## src/rtl/mul_issue_ctrl.sv

```systemverilog
// Round-robin issue controller for the shared 32x32 multiplier: accepts requests from two
// pipes, sequences start/done with the multiplier and returns a tagged, word-selected result.
module mul_issue_ctrl #(
    parameter int TAG_W = 5
) (
    input  logic             clk,
    input  logic             rstn,
    input  logic             flush,
    input  logic             req0_valid,
    output logic             req0_ready,
    input  logic [1:0]       req0_op,
    input  logic [31:0]      req0_src1,
    input  logic [31:0]      req0_src2,
    input  logic [TAG_W-1:0] req0_tag,
    input  logic             req1_valid,
    output logic             req1_ready,
    input  logic [1:0]       req1_op,
    input  logic [31:0]      req1_src1,
    input  logic [31:0]      req1_src2,
    input  logic [TAG_W-1:0] req1_tag,
    output logic             mul_start,
    output logic             mul_signed,
    output logic [31:0]      mul_reg1,
    output logic [31:0]      mul_reg2,
    input  logic             mul_done,
    input  logic [63:0]      mul_result,
    output logic             resp_valid,
    input  logic             resp_ready,
    output logic [31:0]      resp_data,
    output logic [TAG_W-1:0] resp_tag,
    output logic             resp_port
);

    localparam logic [1:0] IDLE  = 2'd0;
    localparam logic [1:0] ISSUE = 2'd1;
    localparam logic [1:0] BUSY  = 2'd2;
    localparam logic [1:0] RESP  = 2'd3;

    logic [1:0]       state_reg;
    logic             rr_ptr_reg;
    logic             drop_reg;
    logic [1:0]       op_reg;
    logic [TAG_W-1:0] tag_reg;
    logic             port_reg;
    logic             mul_signed_reg;
    logic [31:0]      mul_reg1_reg;
    logic [31:0]      mul_reg2_reg;
    logic             resp_valid_reg;
    logic [31:0]      resp_data_reg;
    logic [TAG_W-1:0] resp_tag_reg;
    logic             resp_port_reg;

    logic             grant;
    logic             accept;
    logic [1:0]       ready_vec;
    logic [1:0]       sel_op;
    logic [31:0]      sel_src1;
    logic [31:0]      sel_src2;
    logic [TAG_W-1:0] sel_tag;
    logic             hi_sel;

    // A lone valid port always wins; the pointer only breaks ties.
    always_comb begin
        grant = req1_valid;
        if (req0_valid && req1_valid) begin
            grant = rr_ptr_reg;
        end
    end

    assign accept = (state_reg == IDLE) && !flush && (req0_valid || req1_valid);

    generate
        for (genvar gi = 0; gi < 2; gi++) begin : g_ready
            assign ready_vec[gi] = accept && (grant == gi[0]);
        end
    endgenerate

    assign req0_ready = ready_vec[0];
    assign req1_ready = ready_vec[1];

    assign sel_op   = grant ? req1_op   : req0_op;
    assign sel_src1 = grant ? req1_src1 : req0_src1;
    assign sel_src2 = grant ? req1_src2 : req0_src2;
    assign sel_tag  = grant ? req1_tag  : req0_tag;

    // MULH.W and MULH.WU return the upper word; MUL.W and the reserved code the lower.
    assign hi_sel = (op_reg == 2'b01) || (op_reg == 2'b10);

    always_ff @(posedge clk) begin
        if (rstn) begin
            state_reg      <= IDLE;
            rr_ptr_reg     <= 1'b0;
            drop_reg       <= 1'b0;
            op_reg         <= 2'b00;
            tag_reg        <= '0;
            port_reg       <= 1'b0;
            mul_signed_reg <= 1'b0;
            mul_reg1_reg   <= 32'd0;
            mul_reg2_reg   <= 32'd0;
            resp_valid_reg <= 1'b0;
            resp_data_reg  <= 32'd0;
            resp_tag_reg   <= '0;
            resp_port_reg  <= 1'b0;
        end else begin
            case (state_reg)
                IDLE: begin
                    if (accept) begin
                        op_reg         <= sel_op;
                        tag_reg        <= sel_tag;
                        port_reg       <= grant;
                        mul_reg1_reg   <= sel_src1;
                        mul_reg2_reg   <= sel_src2;
                        mul_signed_reg <= (sel_op != 2'b10);
                        rr_ptr_reg     <= ~grant;
                        state_reg      <= ISSUE;
                    end
                end
                ISSUE: begin
                    if (flush) begin
                        drop_reg <= 1'b1;
                    end
                    state_reg <= BUSY;
                end
                BUSY: begin
                    if (mul_done) begin
                        // A flush coinciding with done still discards the result.
                        if (drop_reg || flush) begin
                            drop_reg  <= 1'b0;
                            state_reg <= IDLE;
                        end else begin
                            resp_valid_reg <= 1'b1;
                            resp_data_reg  <= hi_sel ? mul_result[63:32] : mul_result[31:0];
                            resp_tag_reg   <= tag_reg;
                            resp_port_reg  <= port_reg;
                            state_reg      <= RESP;
                        end
                    end else if (flush) begin
                        drop_reg <= 1'b1;
                    end
                end
                RESP: begin
                    if (flush || resp_ready) begin
                        resp_valid_reg <= 1'b0;
                        state_reg      <= IDLE;
                    end
                end
                default: begin
                    state_reg <= IDLE;
                end
            endcase
        end
    end

    assign mul_start  = (state_reg == ISSUE);
    assign mul_signed = mul_signed_reg;
    assign mul_reg1   = mul_reg1_reg;
    assign mul_reg2   = mul_reg2_reg;
    assign resp_valid = resp_valid_reg;
    assign resp_data  = resp_data_reg;
    assign resp_tag   = resp_tag_reg;
    assign resp_port  = resp_port_reg;

endmodule

```

## config.mk

```make
export PLATFORM = sky130hd
export DESIGN_NAME = mul_issue_ctrl
export DESIGN_NICKNAME = d
export VERILOG_FILES = /design/src/rtl/mul_issue_ctrl.sv
export SDC_FILE = /design/constraint.sdc
export NUM_CORES = 1
export LEC_CHECK = 0
export ABC_AREA = 1
export CAP_MARGIN = 5
export CELL_PAD_IN_SITES_DETAIL_PLACEMENT = 1
export CELL_PAD_IN_SITES_GLOBAL_PLACEMENT = 2
export CORE_ASPECT_RATIO = 1.2
export CORE_MARGIN = 1.5
export CORE_UTILIZATION = 17
export DETAILED_ROUTE_END_ITERATION = 6
export PLACE_DENSITY_LB_ADDON = 0.1
export SYNTH_ARGS = -nofsm -noshare
export SYNTH_HDL_FRONTEND = slang
export SYNTH_SLANG_ARGS = --single-unit
```

## constraint.sdc

```tcl
create_clock -name clk -period 1.2 [get_ports clk]
set_input_delay 0.12 -clock clk [delete_from_list [all_inputs] [get_ports clk]]
set_output_delay 0.12 -clock clk [all_outputs]
set_load 0.01 [all_outputs]
```

==> run summary, run 1 <==
The finished cells cover 11900 um2. The first-pass GRT wire length came out at 44.3 mm. From bottom edge to top edge, the die measures 204 um. A synthesized cell averages 6.28 um2. The post-placement cell area is 9660 um2.

Buffers placed on the I/O ports in this run total 319. The initial utilization of the core area, before any placement, comes to 17.3%. The aggregate negative setup slack came out at -19.98 ns. The number of clock buffers inserted by TritonCTS came out at 17. The worst max-slew margin expressed relative to the limit came out at 78.2%. The data arrival time of the critical path came out at 1.81 ns. The tool flagged a number of max-cap violations equal to 0.

The final setup slack of the worst path came out at -0.247 ns. The number of cells on the worst hold path is 3. The flow ran to the end, but the final reports show violations.

The number of distinct library cells after synthesis came out at 21. The routed layout has 7136 vias. The worst-case IR drop observed on VDD is 0.621 mV. The clock latency on the worst-skew pair came out at 0.42 ns. The CTS tree is yes. The count of routing violations after the opening detailed-route iteration is 220. The H-tree was split into 4 levels. The startpoint class of the critical path is a register.

Subtracting the final worst setup slack from the clock period gives 1.45 ns. After detailed routing, the average wire length per cell comes to 17.3 um. The total of warnings raised by yosys is 0. In the synthesized netlist, the number of instances is 914. The met3 demand-to-capacity share in global routing came out at 5.89%.

The antenna diode instance count is 0. The number of antenna violations at the first check in global routing came to 2. CTS saw 116 sinks. In the layout the commonest cells are sky130_fd_sc_hd__nand2_1, sky130_fd_sc_hd__clkdlybuf4s50_1, sky130_fd_sc_hd__dfxtp_1.

Measured along the x axis, the die boundary spans 171 um. The net total in the final layout came out at 1491. The core footprint is 33200 um2.

The final worst clock skew came out at 0.00962 ns. The growth of design area from synthesis to finish came out at 107%. The total nets after synthesis is 1127. The final reports fail on negative setup slack. The final standard cell utilization of the core is 35.8%.

The placer congestion estimate is 0.707. For the pin with the worst max-slew slack, the measured transition is 0.327 ns. No sink is reached through more buffers than the 2 on the longest clock path. The met1 track demand over resource in global routing is 18.1%. The portion of the clock cycle consumed by the worst path in the final layout came out at 121%. The total track usage is 17.0%. The most frequent standard cell in the layout excluding fill and tap cells is sky130_fd_sc_hd__nand2_1. The routed via count divided by cell count is 4.10. After legalization and detailed placement, the total HPWL measured 18.9 mm. The filler cells instantiated in the layout total 3969.

The floorplan has 73 rows. The overall power consumption came out at 17.4 mW. The endpoint class of the critical path is a register. The clock slew at the register clock pins of the worst setup and hold paths came out at 0.06 ns. The share of final-layout standard cells stronger than drive strength 1 came out at 23.6%. The pre-CTS worst setup slack is -0.646 ns. The post-synth design cell area came out at 5740 um2. The detailed-route DRC error count came out at 0.

The number of nets still failing antenna checks after routing is 0. The worst reg2reg path depth is 10. The required time of the worst setup path came out at 1.56 ns. The number of register bits inferred by synthesis is 116. The area of the die is 34900 um2. The analysis attributes to cell leakage a power of 5.17 nW. The power density relative to cell area is 1460 nW/um2.

The maximum number of pins on one net before global-route repair is 51. The total count of max-transition violations in the final report came out at 0. The peak fanout along the critical path came out at 6. The routed design has 30.2 mm of wire. The number of hold-slack violations in the final timing report is 0.

The critical path is of the reg2reg type. The global-route track usage on met2 came out at 31.9%. met2 is the most crowded layer.

The number of setup violations in the final report came out at 117. The via count of the first global-routing pass is 7435. The timing-limited maximum frequency is 0.691 GHz.

The overall overflow remaining after global route came out at 0. The number of detailed-route iterations in the first pass came out at 4. The number of top-level pins came out at 320. In this run the clock root is driven by a sky130_fd_sc_hd__clkbuf_16. Sequential cells were found to cover 40.4% of the synthesized design area.

In this run the worst hold path is classified as in2reg. Setup repair after global routing could not meet its margin everywhere.
critical path: stages (launching register included):
cell                      delay, ns
sky130_fd_sc_hd__dfxtp_2       0.36
sky130_fd_sc_hd__buf_6         0.12
sky130_fd_sc_hd__inv_4         0.03
sky130_fd_sc_hd__nor2_4        0.09
sky130_fd_sc_hd__nand2_2       0.06
sky130_fd_sc_hd__nor2_4        0.13
sky130_fd_sc_hd__buf_8         0.17
sky130_fd_sc_hd__buf_12        0.14
sky130_fd_sc_hd__buf_6         0.11
sky130_fd_sc_hd__o21ai_1       0.05
sky130_fd_sc_hd__nor2_1        0.11
Yosys cell counts:
cell type	number	area (um2)
sky130_fd_sc_hd__buf_6	7	78.8
sky130_fd_sc_hd__nand3_1	105	526
sky130_fd_sc_hd__and2_1	1	6.26
sky130_fd_sc_hd__o211ai_1	1	7.51
sky130_fd_sc_hd__o21ai_0	33	165
sky130_fd_sc_hd__clkbuf_1	20	75.1
sky130_fd_sc_hd__nand3_2	1	10.0
sky130_fd_sc_hd__nor2_4	1	11.3
sky130_fd_sc_hd__o21ai_1	11	55.1
sky130_fd_sc_hd__buf_2	22	110
sky130_fd_sc_hd__nand3b_1	1	7.51
sky130_fd_sc_hd__nor2_1	120	450
sky130_fd_sc_hd__inv_2	2	7.51
sky130_fd_sc_hd__buf_1	8	30.0
sky130_fd_sc_hd__nand2_2	1	6.26
sky130_fd_sc_hd__nand2_1	329	1230
sky130_fd_sc_hd__dfxtp_1	116	2320
sky130_fd_sc_hd__buf_4	10	75.1
sky130_fd_sc_hd__nor2_2	1	6.26
sky130_fd_sc_hd__a21oi_1	75	375
sky130_fd_sc_hd__inv_1	49	184
layout make-up:
class / count / area [um2] / share of cell area, %
Inverter: 51 / 206 / 1.73
Multi-Input combinational cell: 680 / 3540 / 29.7
Clock buffer: 23 / 478 / 4.02
Sequential cell: 116 / 2330 / 19.5
Clock inverter: 9 / 174 / 1.46
Timing Repair Buffer: 412 / 4620 / 38.8
Tap cell: 450 / 563 / 4.73
where the power goes:
| group | total [mW] | leakage (nW) | internal, mW | switching (mW) |
|---|---|---|---|---|
| Combinational | 6.96 | 3.90 | 3.50 | 3.45 |
| Sequential | 4.64 | 0.946 | 4.36 | 0.277 |
| Clock | 5.76 | 0.321 | 3.85 | 1.92 |
per-stage QoR:
stage,hold WS (ns),cells
after global routing,0.137,1741
final,0.136,1741
after CTS,0.105,1732
after floorplan,0.310,914
after detailed placement,0.456,1661
after global placement,0.451,1661
path summary, 6_finish.rpt:
kind,startpoint,to,slack [ns]
setup / recovery,state_reg[1],resp_data[2],-0.25
hold / removal,rstn,mul_reg2[15],0.14
setup reg to reg,state_reg[1],resp_data[2],-0.25
hold reg to reg,mul_reg1[14],mul_reg1[14],0.46
kinds of logic after synthesis:
| logic type | after synthesis | synth area share (%) |
|---|---|---|
| compound gates | 120 | 10.5 |
| buf+inv | 118 | 9.76 |
| simple gates | 560 | 39.3 |
| flops | 116 | 40.4 |
what timing repair did:
action                                  4_1_cts  5_1_grt
resized for setup                           241      248
cloned                                       19        5
endpoints found under the setup margin      221      182
buffers inserted                             20        8
pin swaps                                    14       83
hold buffers                                  0        0
per-layer routing:
layer | wire length, um | vias to the layer above
met5 | 21 | -
met2 | 15900 | 200
met4 | 302 | 4
met1 | 11700 | 3286
li1 | - | 3624
met3 | 2290 | 22
Note: power is estimated with default switching activity, not from simulation.
==> run 2: changes to the inputs <==
GPL_TIMING_DRIVEN = 0   (was unset)
==> run summary, run 2 (same netlist as run 1, synthesis figures left out) <==
The flow ran to the end, but the final reports show violations. The final reports fail on negative setup slack. The reported max-cap violation count is 0. The growth of design area from synthesis to finish is 109%.

The total vias in the final route is 7238. TritonCTS built the clock tree. Leaving out fill and tap cells, the most frequent cells in the layout are sky130_fd_sc_hd__nand2_1, sky130_fd_sc_hd__clkdlybuf4s50_1, sky130_fd_sc_hd__dfxtp_1. The power density relative to cell area is 1440 nW/um2. The placement row count came out at 73. The total area inside the core boundary comes to 33200 um2. The final setup slack of the worst path came out at -0.315 ns. Subtracting the final worst setup slack from the clock period gives 1.52 ns. The number of nets still failing antenna checks after routing came out at 0. CTS placed an instance of sky130_fd_sc_hd__clkbuf_16 at the clock tree root. The number of placed instances with taps included came out at 1682. The non-filler instance count after layout came out at 1758. The total count of max-transition violations in the final report is 0. The critical path in this run is classified as reg2out. The required time of the worst setup path is 1.08 ns.

The portion of the clock cycle consumed by the worst path in the final layout came out at 126%. Summed over all cells, the static leakage comes to 5.23 nW. The net total in the final layout is 1507.

The final worst clock skew came out at 0.0134 ns. The post-detailed-placement half-perimeter wirelength is 20.8 mm. The number of antenna violations at the first check in global routing came to 2. The slowest stage of the critical path is the sky130_fd_sc_hd__dfxtp_4 cell. The share of final-layout standard cells stronger than drive strength 1 came out at 27.3%. In the global route stage, overall resource usage came out at 16.1%. The maximum number of pins on one net before global-route repair is 17. For this design the top-level I/O count stands at 320.

The first global-routing pass estimated 42.0 mm of wire. The number of hold-slack violations in the final timing report is 0. The wire length on met3 came out at 2.40 mm. Setup repair after global routing could not meet its margin everywhere. The average detailed-routed wire length per instance is 16.5 um. The number of setup violations in the final report is 116.

The routed via count divided by cell count is 4.12. In this design, the critical path's most frequently occurring cell is sky130_fd_sc_hd__nor2_4. The overall overflow remaining after global route is 0. The area of the die came out at 34900 um2. The most frequent standard cell in the layout excluding fill and tap cells is sky130_fd_sc_hd__nand2_1. The final wirelength came out at 28.9 mm. IR analysis of the VDD net gives a maximum drop of 0.918 mV.

The initial cell density of the core came out at 17.3%. Clock-pin slew was measured on the worst setup and hold paths at 0.06 ns. STA classifies the critical path startpoint as a register. The worst max-slew margin expressed relative to the limit is 50.1%. The TritonCTS sink count is 116. From left edge to right edge, the die measures 171 um.

The longest individual stage delay on the worst path came out at 0.36 ns. The gate family responsible for the most delay along the worst path is flip-flops. The number of input and output port buffers inserted came out at 318.

In the final routing, the length of wire on met1 measures 10.9 mm. The number of clock buffers inserted by TritonCTS came out at 17. For this run, design rule violations remaining after detail routing come to 0. The worst hold path class is in2reg. The critical path contains buffers and inverters numbering 2 combined.

Adding up every negative setup slack in the final design gives -23.59 ns. Walking the worst path, the cells encountered are nor2_4, nand3_4, buf_12, nor2_4, buf_6. Routed signal wires occupy layers up through met5. The data arrival time of the critical path is 1.40 ns. Cells fill 36.0% of the core in the end. The first detailed-routing pass took 4 iterations. The endpoint class of the critical path is an output port. The placer congestion estimate is 0.730. The routed length on met2 came out at 15.3 mm.

At the pin with the least slew margin, the transition time is 0.748 ns. The overall power consumption is 17.2 mW. After clock tree synthesis, the flow added hold-fix buffers numbering 0. The via count of the first global-routing pass is 7365. The count of routing violations after the opening detailed-route iteration is 190. The timing-limited maximum frequency came out at 0.660 GHz.

The die outline height is 204 um. Of all nets on the critical path, the largest fanout is 4. In this run the deepest clock path goes through 2 buffers.

The clock latency on the worst-skew pair came out at 0.43 ns. The total number of H-tree levels came out at 4.
[run 2: cell count changes in the layout (fill, tap and decap cells not counted), sizes merged]
| cell | delta |
|---|---|
| dlygate4sd2 | -2 |
| clkdlybuf4s50 | +2 |
| buf | -9 |
| clkinvlp | +4 |
| bufbuf | -1 |
| clkdlybuf4s15 | +3 |
| clkbuf | +21 |
| diode | +1 |
| bufinv | -2 |
[run 2: through the flow]
step           hold WS [ns]  cell area, um2  setup WS [ns]
6_report             0.0652           12000         -0.315
5_1_grt              0.0740           12000         -0.423
4_1_cts              0.0836           10700         -0.343
3_5_place_dp          0.454            9500          -1.48
3_3_place_gp          0.451            9500          -1.51
2_1_floorplan         0.310            5750        0.00135
[run 2: repair_timing]
action                     CTS  global route
setup endpoints to repair  222           165
pin swaps                   13           117
gates cloned                10             8
gates resized for setup    270           369
setup buffers               12            18
[run 2: layer usage]
metal  GRT usage (%)  vias up
met1            17.0     3370
met3            6.51       19
met5               0        -
li1                -     3658
met2            29.2      189
met4            4.24        2
[run 2: final cells by class]
cell class | instances | area, um2
clock inverters | 11 | 148
well taps | 450 | 563
repair buffers | 365 | 3910
plain buffers | 63 | 629
clock buffers | 21 | 480
flip-flops and latches | 116 | 2330
inverters | 51 | 206
diodes | 1 | 2.50
fillers | 3990 | 21300
multi-input cells | 680 | 3710
[run 2: power by group]
group	switching (mW)	leakage (nW)	internal, mW
Clock	2.00	0.298	3.49
Sequential	0.295	0.947	4.37
Combinational	3.49	3.98	3.59
[run 2: worst paths after layout]
kind	to	startpoint	depth (start not counted)	slack [ns]
worst max-delay path	req0_ready	state_reg[1]	5	-0.32
worst min-delay path	mul_reg2[19]	rstn	2	0.07
worst max register to register	resp_data[26]	state_reg[1]	11	-0.29
worst min register to register	mul_reg2[31]	mul_reg2[31]	2	0.46
